**config.mk**
```make
export PLATFORM = sky130hd
export DESIGN_NAME = pipelined_addsub
export DESIGN_NICKNAME = d
export VERILOG_FILES = /design/src/rtl/pipelined_addsub.sv
export SDC_FILE = /design/constraint.sdc
export NUM_CORES = 1
export LEC_CHECK = 0
export BUFFER_PORTS_ARGS = -buffer_cell sky130_fd_sc_hd__buf_4
export CORE_UTILIZATION = 42
export CTS_BUF_LIST = sky130_fd_sc_hd__clkbuf_4 sky130_fd_sc_hd__clkbuf_8
export DETAILED_ROUTE_END_ITERATION = 10
export PLACE_DENSITY = 0.67
export SYNTH_ARGS = -nofsm -noshare
export SYNTH_HDL_FRONTEND = slang
export SYNTH_SLANG_ARGS = --single-unit
```
**constraint.sdc**
```tcl
create_clock -name clk -period 3.47 [get_ports clk]
set_clock_uncertainty 0.2 [all_clocks]
set_input_delay 0.8675 -clock clk [delete_from_list [all_inputs] [get_ports clk]]
set_output_delay 0.8675 -clock clk [all_outputs]
set_load 0.02 [all_outputs]
```
**src/rtl/pipelined_addsub.sv**
```systemverilog
// Pipelined two's-complement adder/subtractor, carry chain split into CHUNK-bit slices.
// Latency: STAGES = WIDTH/CHUNK cycles from accept to OUT_VALID; one op per cycle.
// Backpressure: whole pipe advances only when ~OUT_VALID | OUT_READY; IN_READY is that enable.
//
// Ports:
//   clk, rst              clock, synchronous active-high reset
//   A, B, CI, SUB         operands; SUB=1 computes A - B - CI (CI acts as borrow-in)
//   IN_VALID / IN_READY   input handshake
//   S, CO, OVF            result, raw carry out of the MSB, signed overflow
//   OUT_VALID / OUT_READY output handshake
module pipelined_addsub #(
  parameter int WIDTH = 16,
  parameter int CHUNK = 4
) (
  input  logic             clk,
  input  logic             rst,
  input  logic [WIDTH-1:0] A,
  input  logic [WIDTH-1:0] B,
  input  logic             CI,
  input  logic             SUB,
  input  logic             IN_VALID,
  output logic             IN_READY,
  output logic [WIDTH-1:0] S,
  output logic             CO,
  output logic             OVF,
  output logic             OUT_VALID,
  input  logic             OUT_READY
);

  localparam int STAGES = WIDTH / CHUNK;

  logic             en;
  logic [WIDTH-1:0] b_eff;
  logic             c0;
  logic             ovf_q;

  // Subtraction as A + ~B + ~CI: inverting the borrow-in turns it into the +1 of the negation.
  assign b_eff    = SUB ? ~B : B;
  assign c0       = SUB ? ~CI : CI;
  assign en       = ~OUT_VALID | OUT_READY;
  assign IN_READY = en;

  // Stage k register holds: result slices 0..k (de-skew), carry out of slice k,
  // and the operand slices above k (skew) still waiting for their turn.
  for (genvar k = 0; k < STAGES; k++) begin : stg
    localparam int SW = (k + 1) * CHUNK;

    logic             vld;
    logic             cy;
    logic [SW-1:0]    sum;
    logic [CHUNK-1:0] a_sl;
    logic [CHUNK-1:0] b_sl;
    logic             c_in;
    logic             v_in;
    logic [CHUNK:0]   add;
    logic [SW-1:0]    sum_nxt;

    assign add = {1'b0, a_sl} + {1'b0, b_sl} + {{CHUNK{1'b0}}, c_in};

    if (k == 0) begin : src
      assign a_sl    = A[CHUNK-1:0];
      assign b_sl    = b_eff[CHUNK-1:0];
      assign c_in    = c0;
      assign v_in    = IN_VALID;
      assign sum_nxt = add[CHUNK-1:0];
    end else begin : src
      assign a_sl    = stg[k-1].skew.a_sk[CHUNK-1:0];
      assign b_sl    = stg[k-1].skew.b_sk[CHUNK-1:0];
      assign c_in    = stg[k-1].cy;
      assign v_in    = stg[k-1].vld;
      assign sum_nxt = {add[CHUNK-1:0], stg[k-1].sum};
    end

    always_ff @(posedge clk) begin
      if (rst) begin
        vld <= 1'b0;
        cy  <= 1'b0;
        sum <= '0;
      end else if (en) begin
        vld <= v_in;
        cy  <= add[CHUNK];
        sum <= sum_nxt;
      end
    end

    if (k < STAGES - 1) begin : skew
      localparam int KW = WIDTH - SW;

      logic [KW-1:0] a_sk;
      logic [KW-1:0] b_sk;
      logic [KW-1:0] a_nx;
      logic [KW-1:0] b_nx;

      if (k == 0) begin : nx
        assign a_nx = A[WIDTH-1:CHUNK];
        assign b_nx = b_eff[WIDTH-1:CHUNK];
      end else begin : nx
        assign a_nx = stg[k-1].skew.a_sk[KW+CHUNK-1:CHUNK];
        assign b_nx = stg[k-1].skew.b_sk[KW+CHUNK-1:CHUNK];
      end

      always_ff @(posedge clk) begin
        if (rst) begin
          a_sk <= '0;
          b_sk <= '0;
        end else if (en) begin
          a_sk <= a_nx;
          b_sk <= b_nx;
        end
      end
    end else begin : tail
      // Carry into the MSB is recovered from the MSB sum bit (a ^ b ^ cin), which
      // also works when a slice is a single bit wide.
      logic ovf_nxt;
      assign ovf_nxt = a_sl[CHUNK-1] ^ b_sl[CHUNK-1] ^ add[CHUNK-1] ^ add[CHUNK];

      always_ff @(posedge clk) begin
        if (rst) begin
          ovf_q <= 1'b0;
        end else if (en) begin
          ovf_q <= ovf_nxt;
        end
      end
    end
  end

  assign S         = stg[STAGES-1].sum;
  assign CO        = stg[STAGES-1].cy;
  assign OVF       = ovf_q;
  assign OUT_VALID = stg[STAGES-1].vld;

endmodule

```
Yosys cells after proc, flatten, opt, wreduce, memory -nomap -nowiden

Cells that the tools add are included.

Add/sub/neg operators: 8
Multiplexer cells: 2
Bitwise operators: 7

Operators by type and width:

| operator      | count |
|---|---|
| $add A4 B4 Y5 | 4 |
| $add A5 B1 Y5 | 4 |
| $mux W16      | 1 |
| $not A16 Y16  | 1 |
| $xor A1 B1 Y1 | 3 |
| $not A1 Y1    | 2 |
| $mux W1       | 1 |
| $or A1 B1 Y1  | 1 |

Register bits: 97
Input bits: 38
Output and inout port bits: 20
Word-level logic and storage cells: 36

Logic depth before layout (Yosys ltp)

Gate-level depths: netlist (run 1).

Depth in word-level cells: 4
Gate-level depth with buffers: 8
Gate-level depth less buffers: 6

Least setup slack after synthesis (run 1)

OpenSTA, ideal clock, no wires.

Kind: input -> register
Start point: in SUB
End point: reg stg[0].cy
Library setup time: 129 ps
Arrival time: 2623 ps
Data required time: 3141 ps
Slack: 518 ps
Stages on the path: 8
Buffers on the path: 2
Cells stage by stage: buf_4 > buf_6 > xor2_1 > fa_1 > fa_1 > a21o_1 > a211oi_1 > nor3_1

Cells in the longest elaborated chain, start to end: 3
Elaborated cells on any way between the ends: 4
Those cells by class: add/sub: 2; mux: 2

Ends and longest elaborated chain:

| what                   | line | source |
|---|---|---|
| start: declaration     | 20   | `input logic SUB,` |
| $mux W16               | 38   | `assign b_eff = SUB ? ~B : B;` |
| $add A4 B4 Y5          | 58   | `assign add = {1'b0, a_sl} + {1'b0, b_sl} + {{CHUNK{1'b0}}, c_in};` |
| $add A5 B1 Y5 (*)      | 58   |  |
| end signal: assignment | 81   | `cy <= add[CHUNK];` |
| end: declaration       | 49   | `logic cy;` |

Mark *: on every way between the ends. The rest lies on a longest branch, timed or not.
A chain may end at the register's enable or synchronous reset.

Worst setup path after layout (run 1)

Same ends and word-level chain as after synthesis.

==> results.toml, run 1 <==
[status]
outcome = "complete, no violations"

[die]
die_w_um = 99.72
pin_count = 58
coreArea_um2 = 9240
dieHeight_um = 99.72
fp.dieArea_um2 = 9943
rows = 35
initial_core_util_pct = 43.40

[timing]
tightest_slew_ps = 1060
setup_viol = 0
worst_slack_ps = 855.5
fmax_mhz = 382.5
finalHoldViolCount = 0
slew-limit-headroom_pct = 29.36
tns_ps = 0
finalCriticalPeriod_ps = 2615
final-max-slew-violation-count = 0
rsz0062_at_grt = "false"
fin_crit_sh_pct = 75.35

[layout]
area_growth_pct = 16.85
num-fill-cells = 887
antennaDiodeCount = 0
mostFrequentLayoutCells = "nand2_1, dfxtp_1, a21oi_1, buf_4, nor2_1"
ff_latch_area_um2 = 1942
final_nets = 563
drive_gt1_share_pct = 16.08
multi_input_area_um2 = 1874
final_common_cell = "nand2_1"

[yosys]
ys.flop_type = "dfxtp_1"
synth-seq-cells = 97
yosysTopAreaCell = "dfxtp_1"
syn_area_um2 = 4010
yosysSeqAreaShare_pct = 48.42
synth.avg_cell_area_um2 = 8.587
synth_top_area_share_pct = 48.42
synthCells = 467
synth_edf_count = 0
synth-warning-count = 0
ys_async_sr_fraction_pct = 0
yosysUniqueCellTypes = 27
yosys-top-cells-area = "dfxtp_1, nand2_1, a21oi_1"
syn_nets = 525

[routing]
route.final.wire_length_mm = 7.496
avgViaCountPerCell = 4.837
via_count = 3091
first_iter_violations = 167
drtPass1Iterations = 4
wl_per_cell_um = 11.73
drc_errors = 0
detail-route-antenna-nets = 0

[clock_tree]
cts_buffers = 9
root_buffer = "clkbuf_8"
clock_path_buffers = 2
clock_latency_ps = 360
cts_tree = "built"
postCtsSetupBuffers = 0
cts.htree.levels = 3
cts_sinks = 97
hold_buffers = 0
cts_resized = 0
clk_pin_slew_ps = 90

[setup_path]
worstSetupPathType = "in2reg"
critPathArrivalTime_ps = 2630
crit_required_ps = 3490
end_kind = "register"
r2r_start = "stg[2].cy"
cp_max_fo = 17
worst_r2r_path_depth = 6
regToRegSetupSlack_ps = 1270
worstReg2RegEnd = "OVF"
startpoint_type = "input port"

[grt]
grt-ovfl-total = 0
track_usage_pct = 16.09
grt_pass1_wl_mm = 12.74
grt_pass1_vias = 2747
grt_start_max_net_pins = 114
antenna_found_initial = 0

[power_and_ir_drop]
p_per_area_nw_per_um2 = 493.3
peakVddDrop_uv = 192.8
leakage_uw = 0.001948
finalPower_uw = 2312

[job]
maxCapViolCount = 0

[min_path]
hold_class = "reg2reg"
worstHoldPathCells = 2
min_from = "S[10]"
min_to = "S[10]"

[placement]
gp_congestion = 0.7133
dpl.hpwl_mm = 4.819
pre_cts_ws_ps = 464.7
io_buffers = 57
## through the flow
step | std cells | cell area [um2] | utilization (%) | hold WS (ps)
2_1_floorplan | 467 | 4010 | - | 232.1
3_3_place_gp | 623 | 4452 | 48.18 | 238.1
3_5_place_dp | 623 | 4452 | 48.18 | 243.3
4_1_cts | 639 | 4686 | 50.71 | 256.5
5_1_grt | 639 | 4686 | 50.71 | 269.9
6_report | 639 | 4686 | 50.71 | 254.2
## worst max-delay path, cell delays in order
cell and delay [ps]:
buf_4 200, xor2_1 200, fa_1 440, fa_1 420, a21o_1 200, a211oi_1 230, nor3_1 70
## per-layer routing
layer / part of all wire, % / up-vias / global-route usage [%]
met5: 0 / - / 0
met4: 1.6 / 0 / 6.787
met3: 4.4 / 9 / 3.514
met2: 43 / 65 / 23.71
met1: 51 / 1395 / 22.67
li1: - / 1622 / -
## flip-flops by register name (all words and copies together), names as in the netlist
signal,cells
CO,1
OVF,1
OUT_VALID,1
stg.vld,3
stg.skew.a_sk,24
stg.sum,24
S,16
stg.cy,3
stg.skew.b_sk,24
## area by class of cell
class / instances / area share [%]
clock buffers: 12 / 3.391
flip-flops and latches: 97 / 41.44
multi-input cells: 332 / 40.00
inverters: 4 / 0.3471
repair buffers: 61 / 9.773
well taps: 129 / 3.445
clock inverters: 4 / 1.602
## synth_stat cells (all sizes together) (4+ instances only)
library cell	instances
dfxtp	97
nand2	142
inv	4
a21oi	76
a21o	7
fa	8
ha	12
clkbuf	12
buf	22
nor2	24
xnor2	17
nand3b	4
xor2	6
a211oi	21
## worst max-delay path by stage
| stage | from | slack [ps] | depth (start not counted) | end |
|---|---|---|---|---|
| global placement | SUB | 520 | 7 | stg[0].cy |
| CTS | SUB | 850 | 7 | stg[0].cy |
| detailed placement | SUB | 460 | 7 | stg[0].cy |
| floorplan | SUB | 520 | 8 | stg[0].cy |
| global route | SUB | 780 | 7 | stg[0].cy |
| finish | SUB | 860 | 7 | stg[0].cy |
## power by group
part	total, uW	switching, uW	internal (uW)
Clock	834	381	454
Combinational	249	127	122
Sequential	1230	41.8	1190
Total	2310	549	1760
## logic make-up after synthesis
group           count (synthesis)  share of synthesized area (%)
buf+inv                        38                          4.836
fa+ha+maj                      20                          7.738
simple gates                  183                          18.63
flops                          97                          48.42
compound gates                106                          15.35
xor+xnor                       23                          5.023
No activity file was read; power rests on OpenSTA's default activity.
==> run 2: changes to the inputs <==
==> constraint.sdc (replaced) <==
create_clock -name clk -period 2.73 [get_ports clk]
set_clock_uncertainty 0.2 [all_clocks]
set_input_delay 0.6825 -clock clk [delete_from_list [all_inputs] [get_ports clk]]
set_output_delay 0.6825 -clock clk [all_outputs]
set_load 0.02 [all_outputs]
==> results.toml, run 2 (synthesis gave the netlist of run 1 again) <==
[grt]
track_usage_pct = 16.06
grt_start_max_net_pins = 114
antenna_found_initial = 0
grt_pass1_wl_mm = 12.75
grt_pass1_vias = 2818
grt-ovfl-total = 0

[clock_tree]
postCtsSetupBuffers = 0
cts_sinks = 97
clock_path_buffers = 2
cts_buffers = 9
clock_latency_ps = 360
hold_buffers = 0
cts.htree.levels = 3
clk_pin_slew_ps = 100
cts_resized = 0
root_buffer = "clkbuf_8"
cts_tree = "built"

[power_and_ir_drop]
intPower_uw = 2040
clockPowerShare_pct = 31.4
leakage_uw = 0.001947
sw_frac_of_total_pct = 25.72
p_per_area_nw_per_um2 = 585.2
combPwrFrac_pct = 11.8
peakVddDrop_uv = 286.0
pwr-share-seq_pct = 56.8
switching_power_uw = 706.2

[layout]
mostFrequentLayoutCells = "nand2_1, dfxtp_1, a21oi_1, buf_4, nor2_1"
final_area_um2 = 4693
largest_registers = "stg.skew.a_sk (24), stg.skew.b_sk (24), stg.sum (24)"
drive_gt1_share_pct = 16.60
area_growth_pct = 17.04
final_nets = 565
antennaDiodeCount = 0
final_common_cell = "nand2_1"

[die]
die_w_um = 99.72
fp.dieArea_um2 = 9943
pin_count = 58
rows = 35
initial_core_util_pct = 43.40
coreArea_um2 = 9240
dieHeight_um = 99.72

[routing]
drtPass1Iterations = 5
avgViaCountPerCell = 4.763
route.final.wire_length_mm = 7.472
detail-route-antenna-nets = 0
drc_errors = 0
wl_per_cell_um = 11.66
via_count = 3053
first_iter_violations = 200

[setup_path]
worstSetupPathType = "in2reg"
end_kind = "register"
cp_max_fo = 3
timing.critical_path.buf_inv = 1
slowest_stage = "fa_1"
regToRegSetupSlack_ps = 550
crit_family = "adder cells"
slowest_delay_ps = 430
startpoint_type = "input port"
critPathArrivalTime_ps = 2280
path_cells = "buf_4 -> xor2_1 -> fa_1 -> fa_2 -> a21o_1 -> a211oi_1 -> nor3_1"
crit_required_ps = 2780

[job]
maxCapViolCount = 0

[timing]
rsz0062_at_grt = "false"
final-max-slew-violation-count = 0
finalHoldViolCount = 0
tns_ps = 0
fin_crit_sh_pct = 81.71
finalCriticalPeriod_ps = 2231
fmax_mhz = 448.3
slew-limit-headroom_pct = 67.79
tightest_slew_ps = 483.2
setup_viol = 0

[placement]
io_buffers = 57
dpl.hpwl_mm = 4.776
placed_area_um2 = 4507
gp_congestion = 0.7208

[status]
outcome = "complete, no violations"

[min_path]
hold_class = "reg2reg"
==> run 2: final cells by class <==
class,instances,area (um2)
fillers,887,4547
flip-flops and latches,97,1942
multi-input cells,332,1877
repair buffers,63,510.5
well taps,129,161.4
clock buffers,11,145.1
clock inverters,5,41.29
inverters,4,16.27
==> run 2: per-stage QoR <==
step	hold slack, ps	cells	total power [uW]	util (%)	setup slack, ps
3_3_place_gp	238.2	625	1908	48.77	143.4
2_1_floorplan	232.1	467	1799	-	10.51
3_5_place_dp	243.2	625	1918	48.77	108.5
6_report	249.6	641	2746	50.79	499.3
5_1_grt	269.9	641	2893	50.79	442.7
4_1_cts	249.9	641	2782	50.79	496.5
==> run 2: path summary, 6_finish.rpt <==
kind,depth (start not counted),from,to
hold / removal,2,stg[1].sum[4],stg[2].sum[4]
setup reg to reg,6,stg[2].cy,OVF
hold reg to reg,2,stg[1].sum[4],stg[2].sum[4]
setup / recovery,7,SUB,stg[0].cy
==> run 2: worst min-delay path, cell delays in order, from the launching register on <==
cell     delay (ps)
dfxtp_1         320
nand2_1          50
a21oi_1          50
==> run 2: layer usage <==
metal | global-route usage (%) | share of wire [%] | vias up
met3 | 3.514 | 4.4 | 8
met5 | 0 | 0 | -
met2 | 23.82 | 43 | 64
met1 | 22.72 | 51 | 1353
met4 | 6.109 | 1.1 | 0
li1 | - | - | 1628
==> run 2: power groups by stage <==
stage               Clock (uW)  Combinational [uW]  Sequential, uW
detailed placement           0                 325            1590
global placement             0                 317            1590
finish                     862                 324            1560
floorplan                    0                 205            1590
global route               957                 363            1570
CTS                        894                 326            1560
==> run 3: changes to the inputs <==
--- a/config.mk
+++ b/config.mk
@@ -9,7 +9,7 @@
 export CORE_UTILIZATION = 42
 export CTS_BUF_LIST = sky130_fd_sc_hd__clkbuf_4 sky130_fd_sc_hd__clkbuf_8
 export DETAILED_ROUTE_END_ITERATION = 10
-export PLACE_DENSITY = 0.67
+export PLACE_DENSITY = 0.69
 export SYNTH_ARGS = -nofsm -noshare
 export SYNTH_HDL_FRONTEND = slang
 export SYNTH_SLANG_ARGS = --single-unit
==> constraint.sdc (replaced) <==
create_clock -name clk -period 1.9 [get_ports clk]
set_clock_uncertainty 0.2 [all_clocks]
set_input_delay 0.475 -clock clk [delete_from_list [all_inputs] [get_ports clk]]
set_output_delay 0.475 -clock clk [all_outputs]
set_load 0.02 [all_outputs]
==> results.toml, run 3 (synthesis gave the netlist of run 1 again) <==
[grt]
grt_start_max_net_pins = 68
track_usage_pct = 17.37
grt-ovfl-total = 0
grt_pass1_vias = 3124
antenna_found_initial = 0
grt_pass1_wl_mm = 13.94

[layout]
num-fill-cells = 869
antennaDiodeCount = 0
area_growth_pct = 23.24
drive_gt1_share_pct = 22.48
final_common_cell = "nand2_1"
final_area_um2 = 4942
layoutNonFillerInstCount = 654
mostFrequentLayoutCells = "nand2_1, dfxtp_1, a21oi_1, buf_4, nor2_1"
largest_registers = "stg.skew.a_sk (24), stg.skew.b_sk (24), stg.sum (24)"
final_nets = 579

[power_and_ir_drop]
switching_power_uw = 1032
peakVddDrop_uv = 414.2
combPwrFrac_pct = 12.4
sw_frac_of_total_pct = 24.51
leakage_uw = 0.002048
p_per_area_nw_per_um2 = 851.7
clockPowerShare_pct = 34.3
pwr-share-seq_pct = 53.3
intPower_uw = 3177

[timing]
finalCriticalPeriod_ps = 1975
final-max-slew-violation-count = 0
finalHoldViolCount = 0
setup_viol = 2
worst_slack_ps = -74.57
fmax_mhz = 506.4
tns_ps = -78.52
tightest_slew_ps = 389.9
fin_crit_sh_pct = 103.9
holdWs_ps = 177.4
rsz0062_at_grt = "true"
slew-limit-headroom_pct = 74.01

[status]
violations = "negative setup slack"
outcome = "finished, violations left"

[die]
dieHeight_um = 99.72
fp.dieArea_um2 = 9943
initial_core_util_pct = 43.40
coreArea_um2 = 9240
rows = 35
die_w_um = 99.72
pin_count = 58

[routing]
drtPass1Iterations = 4
via_count = 3172
wl_per_cell_um = 11.85
route.final.wire_length_mm = 7.749
drc_errors = 0
detail-route-antenna-nets = 0
avgViaCountPerCell = 4.850
first_iter_violations = 162

[clock_tree]
cts.htree.levels = 3
hold_buffers = 0
cts_sinks = 97
root_buffer = "clkbuf_8"
clock_latency_ps = 350
clk_pin_slew_ps = 90
clock_path_buffers = 2
cts_tree = "built"
cts_buffers = 9

[setup_path]
slowest_stage = "fa_2"
worst_r2r_path_depth = 6
end_kind = "register"
r2r_start = "stg[2].cy"
crit_family = "adder cells"
slowest_delay_ps = 390
critPathArrivalTime_ps = 2050
crit_required_ps = 1980
timing.critical_path.buf_inv = 0
startpoint_type = "register"
path_cells = "fa_2 -> fa_2 -> a21o_1 -> a21oi_2 -> xnor2_1 -> a211oi_2"
worstSetupPathType = "reg2reg"
cp_max_fo = 2
critPathMostFrequentCell = "fa_2"
regToRegSetupSlack_ps = -70
worstReg2RegEnd = "OVF"

[placement]
dp.cells = 636
io_buffers = 57
dpl.hpwl_mm = 5.256
placed_area_um2 = 4628
gp_congestion = 0.7553

[min_path]
min_to = "stg[0].skew.a_sk[2]"
min_from = "A[6]"
hold_class = "in2reg"
worstHoldPathCells = 3

[job]
maxCapViolCount = 0
[run 3: repair_timing]
action	CTS	global route
setup endpoints to repair	7	10
gates cloned	0	0
resized for setup	4	16
pin swaps	5	7
setup buffers	0	3
[run 3: worst max path at each step]
stage,startpoint,to,slack [ps],depth (start not counted)
6_report,stg[2].cy,OVF,-70,6
5_1_grt,stg[2].cy,OVF,-150,6
4_1_cts,stg[2].cy,OVF,-100,6
3_5_place_dp,SUB,stg[0].cy,-460,7
3_3_place_gp,SUB,stg[0].cy,-410,7
2_1_floorplan,SUB,stg[0].cy,-490,8
[run 3: area by class of cell]
class | instances | area (um2) | area share, %
clock buffer | 9 | 123.9 | 2.506
multi-input combinational | 332 | 1952 | 39.49
sequential | 97 | 1948 | 39.42
tap | 129 | 161.4 | 3.266
clock inverter | 6 | 92.59 | 1.873
timing repair buffer | 77 | 646.9 | 13.09
inverter | 4 | 17.52 | 0.3544
[run 3: per-stage QoR]
stage	setup slack, ps	power, uW	util (%)
floorplan	-491.2	2600	-
global placement	-409.8	2768	50.09
detailed placement	-461.7	2785	50.09
CTS	-98.07	4220	52.61
global route	-153.1	4423	53.49
finish	-74.57	4209	53.49
[run 3: routing by layer]
| layer | routed length, um | vias to the layer above | track usage [%] |
|---|---|---|---|
| met5 | 0 | - | 0 |
| met4 | 120 | 0 | 6.109 |
| met3 | 270 | 13 | 2.881 |
| met2 | 3443 | 53 | 28.28 |
| met1 | 3914 | 1458 | 23.31 |
| li1 | - | 1648 | - |
[run 3: power groups by stage]
stage               sequential [uW]  clock (uW)  combinational (uW)
floorplan                      2290           0                 310
global placement               2290           0                 483
detailed placement             2290           0                 497
CTS                            2240        1480                 502
global route                   2260        1570                 589
finish                         2240        1440                 523
[run 3: worst register-to-register path, cell delays in order, from the launching register on]
cell	delay, ps
dfxtp_2	340
fa_2	390
fa_2	350
a21o_1	170
a21oi_2	160
xnor2_1	90
a211oi_2	200
